**config.mk**
```make
export PLATFORM = sky130hd
export DESIGN_NAME = uart_rx_buf
export DESIGN_NICKNAME = d
export VERILOG_FILES = /design/src/rtl/uart_pkg.sv /design/src/rtl/uart_rx_fifo.sv /design/src/rtl/uart_rx_buf.sv
export SDC_FILE = /design/constraint.sdc
export NUM_CORES = 1
export LEC_CHECK = 0
export ABC_AREA = 0
export CORE_MARGIN = 1.5
export CORE_UTILIZATION = 35
export CTS_BUF_LIST = sky130_fd_sc_hd__clkbuf_16
export DETAILED_ROUTE_END_ITERATION = 8
export MAX_ROUTING_LAYER = met4
export PLACE_DENSITY_LB_ADDON = 0.12
export SLEW_MARGIN = 20
export SYNTH_ARGS = -nofsm -noshare
export SYNTH_HDL_FRONTEND = slang
export SYNTH_SLANG_ARGS = --single-unit
```
**constraint.sdc**
```tcl
create_clock -name clk -period 3.6 [get_ports clk]
set_input_delay 0.9 -clock clk [delete_from_list [all_inputs] [get_ports clk]]
set_output_delay 0.9 -clock clk [all_outputs]
set_load 0.01 [all_outputs]
```
**src/rtl/uart_pkg.sv**
```systemverilog
// Shared types and constants for the UART receiver.
// Build option: UART_RX_PARITY_EN adds an even-parity bit to each frame.
package uart_pkg;

  localparam int DEFAULT_CLKS_PER_BIT = 16;
  localparam int UART_DATA_BITS = 8;

`ifdef UART_RX_PARITY_EN
  typedef enum logic [2:0] {
    ST_IDLE,
    ST_START,
    ST_DATA,
    ST_PARITY,
    ST_STOP,
    ST_WAIT_HIGH
  } rx_state_e;
`else
  typedef enum logic [2:0] {
    ST_IDLE,
    ST_START,
    ST_DATA,
    ST_STOP,
    ST_WAIT_HIGH
  } rx_state_e;
`endif

endpackage

```
**src/rtl/uart_rx_fifo.sv**
```systemverilog
// Show-ahead receive FIFO: head entry is visible on rdata while non-empty.
// A push while full only lands if a pop frees a slot in the same cycle.
module uart_rx_fifo #(
  parameter int DEPTH = 4,
  parameter int W = 8,
  localparam int AW = $clog2(DEPTH)
) (
  input  logic          clk,
  input  logic          rst,
  input  logic          push,
  input  logic [W-1:0]  wdata,
  input  logic          pop,
  output logic [W-1:0]  rdata,
  output logic          full,
  output logic          empty,
  output logic [AW:0]   count
);

  localparam logic [AW:0] FULL_CNT = (AW+1)'(DEPTH);

  logic [W-1:0]  mem_q [DEPTH];
  logic [W-1:0]  mem_d [DEPTH];
  logic [AW-1:0] wr_q, wr_d;
  logic [AW-1:0] rd_q, rd_d;
  logic [AW:0]   cnt_q, cnt_d;
  logic          do_push;
  logic          do_pop;

  assign full    = (cnt_q == FULL_CNT);
  assign empty   = (cnt_q == '0);
  assign do_pop  = pop && !empty;
  assign do_push = push && (!full || do_pop);
  assign rdata   = mem_q[rd_q];
  assign count   = cnt_q;

  // Pointer, storage and occupancy update.
  always_comb begin
    mem_d = mem_q;
    wr_d  = wr_q;
    rd_d  = rd_q;
    cnt_d = cnt_q;
    if (do_push) begin
      mem_d[wr_q] = wdata;
      wr_d = wr_q + 1'b1;
    end
    if (do_pop) begin
      rd_d = rd_q + 1'b1;
    end
    case ({do_push, do_pop})
      2'b10:   cnt_d = cnt_q + 1'b1;
      2'b01:   cnt_d = cnt_q - 1'b1;
      default: cnt_d = cnt_q;
    endcase
  end

  // FIFO state registers.
  always_ff @(posedge clk or posedge rst) begin
    if (rst) begin
      mem_q <= '{default: '0};
      wr_q  <= '0;
      rd_q  <= '0;
      cnt_q <= '0;
    end else begin
      mem_q <= mem_d;
      wr_q  <= wr_d;
      rd_q  <= rd_d;
      cnt_q <= cnt_d;
    end
  end

endmodule

```
**src/rtl/uart_rx_buf.sv**
```systemverilog
// UART receiver (8N1, or 8E1 with UART_RX_PARITY_EN) feeding a small FIFO.
// Framing errors park the FSM until the line returns high (break-safe).
module uart_rx_buf
  import uart_pkg::*;
#(
  parameter int CLKS_PER_BIT = DEFAULT_CLKS_PER_BIT,
  parameter int FIFO_DEPTH = 4
) (
  input  logic                      clk,
  input  logic                      rst,
  input  logic                      rx,
  output logic [UART_DATA_BITS-1:0] rx_data,
  output logic                      rx_valid,
  input  logic                      rx_ready,
  output logic                      frame_err,
  output logic                      overrun,
`ifdef UART_RX_PARITY_EN
  output logic                      parity_err,
`endif
  output logic                      busy
);

  localparam int CW = $clog2(FIFO_DEPTH) + 1;
  localparam logic [10:0] BIT_M1  = 11'(CLKS_PER_BIT - 1);
  localparam logic [10:0] HALF_M1 = 11'(CLKS_PER_BIT / 2 - 1);

  logic        rx_meta_q, rx_s_q;
  rx_state_e   state_q, state_d;
  logic [10:0] cnt_q, cnt_d;
  logic [2:0]  bit_q, bit_d;
  logic [UART_DATA_BITS-1:0] shift_q, shift_d;
  logic        fe_q, fe_d;
  logic        ov_q, ov_d;
  logic        push_req;
  logic        pop;
  logic        fifo_full, fifo_empty;
  logic [CW-1:0] fifo_count;
  logic [UART_DATA_BITS-1:0] fifo_rdata;
`ifdef UART_RX_PARITY_EN
  logic        pbad_q, pbad_d;
  logic        pe_q, pe_d;
`endif

  // Two-flop synchronizer; idle-high reset avoids a false start bit.
  always_ff @(posedge clk or posedge rst) begin
    if (rst) begin
      rx_meta_q <= 1'b1;
      rx_s_q    <= 1'b1;
    end else begin
      rx_meta_q <= rx;
      rx_s_q    <= rx_meta_q;
    end
  end

  // Frame decoder: next state, bit timing, byte assembly and push.
  always_comb begin
    state_d  = state_q;
    cnt_d    = cnt_q + 11'd1;
    bit_d    = bit_q;
    shift_d  = shift_q;
    fe_d     = 1'b0;
    push_req = 1'b0;
`ifdef UART_RX_PARITY_EN
    pbad_d   = pbad_q;
    pe_d     = 1'b0;
`endif
    unique case (state_q)
      ST_IDLE: begin
        cnt_d = '0;
        bit_d = '0;
`ifdef UART_RX_PARITY_EN
        pbad_d = 1'b0;
`endif
        if (!rx_s_q) state_d = ST_START;
      end
      ST_START: begin
        if (cnt_q == HALF_M1) begin
          cnt_d   = '0;
          state_d = rx_s_q ? ST_IDLE : ST_DATA;
        end
      end
      ST_DATA: begin
        if (cnt_q == BIT_M1) begin
          cnt_d   = '0;
          shift_d = {rx_s_q, shift_q[UART_DATA_BITS-1:1]};
          bit_d   = bit_q + 3'd1;
          if (bit_q == 3'd7) begin
`ifdef UART_RX_PARITY_EN
            state_d = ST_PARITY;
`else
            state_d = ST_STOP;
`endif
          end
        end
      end
`ifdef UART_RX_PARITY_EN
      ST_PARITY: begin
        if (cnt_q == BIT_M1) begin
          cnt_d   = '0;
          pbad_d  = (rx_s_q != ^shift_q);
          pe_d    = (rx_s_q != ^shift_q);
          state_d = ST_STOP;
        end
      end
`endif
      ST_STOP: begin
        if (cnt_q == BIT_M1) begin
          cnt_d = '0;
          if (rx_s_q) begin
`ifdef UART_RX_PARITY_EN
            push_req = !pbad_q;
`else
            push_req = 1'b1;
`endif
            state_d = ST_IDLE;
          end else begin
            fe_d    = 1'b1;
            state_d = ST_WAIT_HIGH;
          end
        end
      end
      ST_WAIT_HIGH: begin
        cnt_d = '0;
        if (rx_s_q) state_d = ST_IDLE;
      end
      default: begin
        cnt_d   = '0;
        state_d = ST_IDLE;
      end
    endcase
    ov_d = push_req && fifo_full && !pop;
  end

  // Decoder state and status pulse registers.
  always_ff @(posedge clk or posedge rst) begin
    if (rst) begin
      state_q <= ST_IDLE;
      cnt_q   <= '0;
      bit_q   <= '0;
      shift_q <= '0;
      fe_q    <= 1'b0;
      ov_q    <= 1'b0;
`ifdef UART_RX_PARITY_EN
      pbad_q  <= 1'b0;
      pe_q    <= 1'b0;
`endif
    end else begin
      state_q <= state_d;
      cnt_q   <= cnt_d;
      bit_q   <= bit_d;
      shift_q <= shift_d;
      fe_q    <= fe_d;
      ov_q    <= ov_d;
`ifdef UART_RX_PARITY_EN
      pbad_q  <= pbad_d;
      pe_q    <= pe_d;
`endif
    end
  end

  uart_rx_fifo #(
    .DEPTH (FIFO_DEPTH),
    .W     (UART_DATA_BITS)
  ) u_fifo (
    .clk   (clk),
    .rst   (rst),
    .push  (push_req),
    .wdata (shift_q),
    .pop   (pop),
    .rdata (fifo_rdata),
    .full  (fifo_full),
    .empty (fifo_empty),
    .count (fifo_count)
  );

  assign rx_valid  = (fifo_count != '0);
  assign pop       = rx_valid && rx_ready;
  assign rx_data   = fifo_empty ? '0 : fifo_rdata;
  assign frame_err = fe_q;
  assign overrun   = ov_q;
  assign busy      = (state_q != ST_IDLE);
`ifdef UART_RX_PARITY_EN
  assign parity_err = pe_q;
`endif

endmodule

```
Word level (Yosys, flattened, before mapping) --
Index checks and enable logic that the tools add are counted.
Storage, ports and cells: register bits after elaboration 68, word-level logic and storage cells 90
Cells by class: add/sub/neg operators 6, $lt $le $gt $ge 3, equality and inequality tests 16, multiplexer cells 28, bitwise gates (word level) 2, reductions and logical operators 20
Operators by type and width (number):
- bitwise mux 32 bit | 1
- two-way mux 8 bit | 4
- two-way mux 3 bit | 8
- two-way mux 11 bit | 2
- case mux 11 bit (2 select lines) | 1
- binary-select mux 8 bit (select 2 bit) | 1
- demux 8 bit (select 2 bit) | 1
- case mux 3 bit (5 select lines) | 1
- inequality test 2 bit (second input constant) | 6
- case mux 3 bit (2 select lines) | 2
- adder 11 x 1 -> 11 bit (second input constant) | 1
- == test 11 x 3 -> 1 bit (second input constant) | 1
- == test 11 x 4 -> 1 bit (second input constant) | 1
- == test 3 bit (second input constant) | 3
- adder 3 x 1 -> 3 bit (second input constant) | 2
- == test 3 x 2 -> 1 bit (second input constant) | 2
- greater-or-equal comparator 3 bit (second input constant) | 2
- logical AND 1 bit | 6
- zero test 3 bit | 2
- two-way mux 1 bit | 6
- NOT 2 -> 3 bit | 2
- AND reduction 6 bit | 1
- nonzero test 3 bit | 2
- adder 2 x 1 -> 2 bit (second input constant) | 2
- 11 further kinds | 15

Longest topological paths before layout --
Gate-level depths: netlist of the first run.
depth in word-level cells 7, depth in mapped cells 11, mapped depth without buffers 11

Modules after synthesis --
Synthesis of the first run repeated with hierarchy kept, for this count alone.
Unflattened totals: cell total of the unflattened synthesis 243, area, all modules 3230.6 µm²
Modules (own cells, without submodules):
- uart_rx_fifo | times used 1, cells an instance 116, area each 1805.5 µm²
- uart_rx_buf | times used 1, cells an instance 127, area each 1425.1 µm²

Worst setup path before layout of the first run --
OpenSTA, ideal clock, no wires.
path kind input -> register, start input port rx_ready, end register u_fifo.cnt_q[2], in the netlist u_fifo.count[2], setup time 0.079 ns, data arrival time 2.736 ns, slack 0.785 ns, stages 9, path buffers 0, cells stage by stage nor4b_1 -> nor4b_2 -> inv_1 -> ha_1 -> inv_1 -> fa_1 -> xor2_1 -> nor2_1 -> xor2_1
Between the ends: word-level cells in the longest chain between the ends 6, elaborated cells between the ends (all ways) 8, those cells by class eq/ne: 2; mux: 1; reduce/logical: 5
RTL lines:
- start, declared | line uart_rx_buf.sv:14 | input logic rx_ready,
- logical AND 1 bit * | line uart_rx_buf.sv:177 | assign pop = rx_valid && rx_ready;
- logical AND 1 bit * | line uart_rx_fifo.sv:31 | assign do_pop = pop && !empty;
- logical OR 1 bit | line uart_rx_fifo.sv:32 | assign do_push = push && (!full || do_pop);
- logical AND 1 bit | line uart_rx_fifo.sv:32
- == test 2 x 1 -> 1 bit or == test 2 bit (tied branches) | line uart_rx_fifo.sv:49 | case ({do_push, do_pop})
- case mux 3 bit (2 select lines) or nonzero test 2 bit (tied branches)
- end signal, assigned | line uart_rx_fifo.sv:67 | cnt_q <= cnt_d;
- end, declared | line uart_rx_fifo.sv:25 | logic [AW:0] cnt_q, cnt_d;
Every way passes the cells marked *; elsewhere a longest branch is shown, timed or not. A chain may end at the register's enable or synchronous reset.

Final worst setup path of the first run --
start register u_fifo.rd_q[0], end output port rx_data[5]
Between the ends: word-level cells in the longest chain between the ends 5
RTL lines:
- start, declared | line uart_rx_fifo.sv:24 | logic [AW-1:0] rd_q, rd_d;
- start signal, assigned | line uart_rx_fifo.sv:66 | rd_q <= rd_d;
- NOT 2 -> 3 bit (not written as such) | line uart_rx_fifo.sv:33 | assign rdata = mem_q[rd_q];
- binary-select mux 8 bit (select 2 bit) | line uart_rx_fifo.sv:33
- two-way mux 8 bit (not written as such) (2 in a row) | line uart_rx_fifo.sv:33
- two-way mux 8 bit | line uart_rx_buf.sv:178 | assign rx_data = fifo_empty ? '0 : fifo_rdata;
- end, declared | line uart_rx_buf.sv:12 | output logic [UART_DATA_BITS-1:0] rx_data,
Every way passes these cells. The select of a mux whose other input is x is not followed.

==> results of run 1 <==
critical path: stages (launching register included):
cell and delay [ns]:
dfrtp_1 0.59, buf_4 0.23, mux4_2 0.49, and2_1 0.16, clkdlybuf4s50_1 0.47
final cells by class:
| class | instances | area [um^2] |
|---|---|---|
| Fill cell | 831 | 5030 |
| Inverter | 11 | 41.3 |
| Clock inverter | 7 | 35.0 |
| Multi-Input combinational cell | 155 | 1400 |
| Sequential cell | 68 | 1700 |
| Clock buffer | 9 | 225 |
| Timing Repair Buffer | 19 | 193 |
| Tap cell | 108 | 135 |
per-stage QoR:
step                      cells  worst slack, ns  total power, uW   util  cell area, um^2
final                       377            0.445             2180  0.426             3730
after global routing        377            0.331             2330  0.426             3730
after CTS                   377            0.394             2220  0.426             3730
after detailed placement    361            0.601             1440  0.396             3470
after global placement      361            0.631             1440  0.396             3470
after floorplan             241            0.785             1320      -             3180
logic make-up (layout without fill, tap and decap cells):
family                     after synthesis  after routing  share of synthesized area
buffers and inverters                   18             46                     0.0248
DFF                                     68             68                      0.536
adders and majority gates                9              9                     0.0378
AOI/OAI and AO/OA                       10             10                     0.0185
muxes                                   50             50                      0.205
and+or+nand+nor                         70             70                      0.134
xor gates and xnor gates                16             16                     0.0441
metal layers:
metal  vias up  GRT usage  wire length [um]
met4         0     0.0488                64
met3         4     0.0429               128
met5         -          -                 0
met1       926      0.166              2690
li1        891          -                 -
met2        19      0.213              2820
cells in the mapped netlist (2+ instances only):
cell      count  area [um^2]
a21oi_1       2         10.0
and2_1       10         62.6
and3_1        3         18.8
buf_2         3         15.0
clkbuf_1      3         11.3
dfrtp_1      66         1650
dfstp_2       2         52.6
ha_1          8          100
inv_1        11         41.3
mux2_1        6         67.6
mux2_2       35          394
mux4_2        8          180
nand2_1       9         33.8
nand3_1       4         20.0
nand3_2       5         50.1
nand4_1       4         25.0
nor2_1       17         63.8
nor3_1        4         20.0
o21ai_0       5         25.0
or2_2         2         12.5
xnor2_1      10         87.6
xor2_1        6         52.6
worst max path at each step:
stage	end	slack (ns)	cells past startpoint
floorplan	u_fifo.count[2]$_DFFE_PP0P_	0.79	9
global placement	u_fifo.count[2]$_DFFE_PP0P_	0.63	11
detailed placement	u_fifo.count[2]$_DFFE_PP0P_	0.60	11
CTS	rx_data[5]	0.39	4
global route	rx_data[3]	0.33	4
finish	rx_data[5]	0.45	4
sequential cells by signal (all words and copies together), names as in the netlist:
| register | cells |
|---|---|
| u_fifo.count | 3 |
| cnt_q | 11 |
| shift_q | 8 |
| u_fifo.rd_q | 2 |
| overrun | 1 |
| rx_s_q | 1 |
| u_fifo.wr_q | 2 |
| rx_meta_q | 1 |
| bit_q | 3 |
| u_fifo.mem_q | 32 |
| frame_err | 1 |
| state_q | 3 |
power by group:
group / internal [uW] / total, uW / leakage (uW) / switching [uW]
Clock: 455 / 759 / 0.000134 / 304
Combinational: 212 / 436 / 0.000687 / 224
Sequential: 850 / 981 / 0.000912 / 131
==> summary.md, run 1 <==
| Metric | Value |
|---|---|
| Outcome | complete, no violations |
| Post-synthesis instance area | 3180 um^2 |
| Async SR Flop Fraction | 1.00 |
| CTS Buffer Depth | 2 |
| Worst EP arrival | 2.25 ns |
| Largest net degree at the start of global routing | 46 |
| Placer Congestion | 0.728 |
| Endpoints failing setup | 0 |
| Pleak | 0.00173 uW |
| Final hold slack | 0.360 ns |
| Worst Hold Endpoint | rx_s_q$_DFF_PP1_ |
| Vias per cell | 4.88 |
| Core Area | 8760 um^2 |
| Slew @ Worst Pin | 0.771 ns |
| Top Ports | 16 |
| Num CTS Buffers | 9 |
| Buffers added on ports | 15 |
| HP Class | reg -> reg |
| DR vias | 1840 |
| Setup Skew | 0.00759 ns |
| Setup CP Type | reg -> out |
| Post-CTS sizing | 0 |
| Peak supply drop | 0.375 mV |
| Post-CTS repair timing setup buffer count | 0 |
| Hold wc startpoint | rx_meta_q$_DFF_PP1_ |
| Initial core utilization | 0.363 |
| Syn_area_per_cell | 13.2 um^2 |
| All-Layer GR Usage | 0.136 |
| Syn-to-layout area delta | 17.3% |
| Power Dens Cells | 583 nW/um^2 |
| Number of enable flip-flop cells after synthesis | 0 |
| Post-Syn Nets | 254 |
| Hold-critical path depth | 0 |
| CTS Sinks | 68 |
| Mapped Cells | 241 |
| Full die area | 9660 um^2 |
| Critical Path Source | u_fifo.rd_q[0]$_DFFE_PP0P_ |
| Slew Limit Fails | 0 |
| Flop2flop setup slack | 1.09 ns |
| Final HPWL DP | 3810 um |
| Share of cells above drive strength 1 | 0.279 |
| Drt drc | 0 |
| Dominant synthesized flop cell | dfrtp_1 |
| Rows | 34 |
| FF+latch count, synth | 68 |
| Startpoint Class | register |
| Worst r2r path cells | 11 |
| Fin crit period | 3.15 ns |
| Vias in the first global route | 1912 |
| Post-cts hold buffer count | 0 |
| Ys Warns | 0 |
| N_diodes | 0 |
| Most common cell after layout, fill and taps aside | dfrtp_1 |
| DR pass1 iterations | 4 |
| Routed wire length per instance | 15.1 um |
| Reg2reg end | u_fifo.count[2]$_DFFE_PP0P_ |
| Distinct cells, synth | 40 |
| Starting DRT DRC Count | 61 |
| H-tree levels | 3 |
| Relative slew slack | 0.485 |
| Chip width | 98.3 um |
| NumNets Final | 277 |
| Antenna Nets Post-Route | 0 |
| First-pass GRT wire length | 9770 um |
| Final wirelength | 5700 um |
| Fin crit share | 0.876 |
| Reg clk slew, reported paths | 0.05 ns |
| Setup TNS | 0 ns |
| Commonest non-fill, non-tap cells in the layout | 66 x dfrtp_1, 35 x mux2_2, 17 x nor2_1, 15 x clkdlybuf4s50_1, 11 x inv_1 |
| Crit-path max FO | 7 |
| Critical path capture point type | output pin |
| RSZ-0062 raised after global routing | no |
| FF-to-FF Start | cnt_q[0]$_DFF_PP0_ |
| Initial antenna violation count | 0 |
| Post-synthesis sequential area ratio | 0.536 |
| Clk_lat worst skew | 0.32 ns |
| FMAX | 317 MHz |
| CTS tree | yes |
| Total grt overflow | 0 |
| Hold Fails Final Rpt | 0 |
| Die H | 98.3 um |
| # Max-Cap Violations | 0 |
| Worst path required time | 2.70 ns |
| CTS root buffer | clkbuf_16 |
(Power assumes the default switching activity.)
==> run 2: changes to the inputs <==
CORE_ASPECT_RATIO = 1.25   (was default)
clock period = 3 ns   (was 3.6 ns; I/O delays follow)
==> summary.md, run 2 (synthesized netlist as in run 1, its figures left out) <==
| Metric | Value |
|---|---|
| Fin util | 0.434 |
| Outcome | complete, no violations |
| Setup Skew | 0.00753 ns |
| Crit-path max FO | 10 |
| Critical path capture point type | output pin |
| Area post-placement | 3520 um^2 |
| Reg clk slew, reported paths | 0.05 ns |
| Initial core utilization | 0.363 |
| Largest register FFs | 32 |
| DR pass1 iterations | 3 |
| Fin crit period | 2.78 ns |
| Final wirelength | 5870 um |
| Fin crit share | 0.926 |
| Worst setup margin | 0.222 ns |
| Clk_lat worst skew | 0.33 ns |
| FMAX | 360 MHz |
| Vias per cell | 4.79 |
| Hold Fails Final Rpt | 0 |
| Drt drc | 0 |
| Largest net degree at the start of global routing | 69 |
| DR vias | 1872 |
| Slew Limit Fails | 0 |
| Die H | 110 um |
| Power Dens Cells | 720 nW/um^2 |
| First-pass GRT wire length | 9870 um |
| Endpoints failing setup | 0 |
| Most common cell after layout, fill and taps aside | dfrtp_1 |
| CTS Buffer Depth | 2 |
| N_diodes | 0 |
| RSZ-0062 raised after global routing | no |
| Chip width | 88.2 um |
| Regs by FF count | u_fifo.mem_q x32, cnt_q x11, shift_q x8 |
| Largest Register | u_fifo.mem_q |
| Setup TNS | 0 ns |
| Setup CP Type | reg -> out |
| Worst slack, placed | 0.196 ns |
| # Max-Cap Violations | 0 |
| Core Area | 8750 um^2 |
| Peak supply drop | 0.292 mV |
| Initial antenna violation count | 0 |
| Top Ports | 16 |
| Slew @ Worst Pin | 0.727 ns |
| Relative slew slack | 0.512 |
| Startpoint Class | register |
| Rows | 38 |
| Pleak | 0.00176 uW |
| Commonest non-fill, non-tap cells in the layout | 66 x dfrtp_1, 35 x mux2_2, 17 x nor2_1, 15 x clkdlybuf4s50_1 |
| Layout Cell Area excl Fill | 3800 um^2 |
| Worst EP arrival | 2.03 ns |
| Total grt overflow | 0 |
| Worst path required time | 2.25 ns |
| Syn-to-layout area delta | 19.6% |
| H-tree levels | 3 |
| Routed wire length per instance | 15.0 um |
| Placer Congestion | 0.731 |
| HP Class | reg -> reg |
| Post-cts hold buffer count | 0 |
| Share of cells above drive strength 1 | 0.288 |
| Vias in the first global route | 1938 |
| Post-CTS repair timing setup buffer count | 0 |
| Fill cells | 859 |
| Buffers added on ports | 15 |
| Final HPWL DP | 3890 um |
| Starting DRT DRC Count | 60 |
| CTS Sinks | 68 |
| NumNets Final | 280 |
| Antenna Nets Post-Route | 0 |
| Full die area | 9670 um^2 |
| CTS tree | yes |
| CTS root buffer | clkbuf_16 |
| Total power | 2740 uW |
| All-Layer GR Usage | 0.144 |
| Num CTS Buffers | 9 |
| Post-CTS sizing | 0 |
-- run 2: where the power goes --
group	total (uW)	internal, uW	switching, uW
Clock	999	630	369
Combinational	580	281	299
Sequential	1160	1020	137
-- run 2: layer usage --
metal,global-route usage,vias to the layer above,share of wire
met5,-,-,0
met4,0.0636,0,0.019
met3,0.0428,10,0.026
met2,0.222,17,0.49
met1,0.174,950,0.46
li1,-,895,-
-- run 2: path summary, 6_finish.rpt --
path                                              from                            to  slack (ns)  cells past startpoint
min                                rx_meta_q$_DFF_PP1_              rx_s_q$_DFF_PP1_        0.35                      0
max                        u_fifo.count[0]$_DFFE_PP0P_                    rx_data[2]        0.22                      3
max in group asynchronous                          rst              rx_s_q$_DFF_PP1_        1.85                      3
min reg2reg                        rx_meta_q$_DFF_PP1_              rx_s_q$_DFF_PP1_        0.35                      0
min in group asynchronous                          rst  u_fifo.mem_q[25]$_DFFE_PP0P_        0.81                      3
max reg2reg                         cnt_q[0]$_DFF_PP0_   u_fifo.count[1]$_DFFE_PP0P_        0.56                      9
-- run 2: final cells by class --
class / instances / area, um^2 / area share
Timing Repair Buffer: 22 / 228 / 0.0599
Clock buffer: 9 / 225 / 0.0592
Inverter: 11 / 41.3 / 0.0109
Tap cell: 120 / 150 / 0.0395
Sequential cell: 68 / 1700 / 0.448
Clock inverter: 6 / 56.3 / 0.0148
Multi-Input combinational cell: 155 / 1400 / 0.367
-- run 2: through the flow --
stage          std cells  hold WS (ns)
2_1_floorplan        241         0.345
5_1_grt              391         0.360
6_report             391         0.353
3_5_place_dp         376         0.347
3_3_place_gp         376         0.346
4_1_cts              391         0.355
-- run 2: worst max-delay path, cell delays in order (launching register included) --
cell and delay [ns]:
dfrtp_1 0.42, or3_2 0.62, and2_1 0.19, clkdlybuf4s50_1 0.47
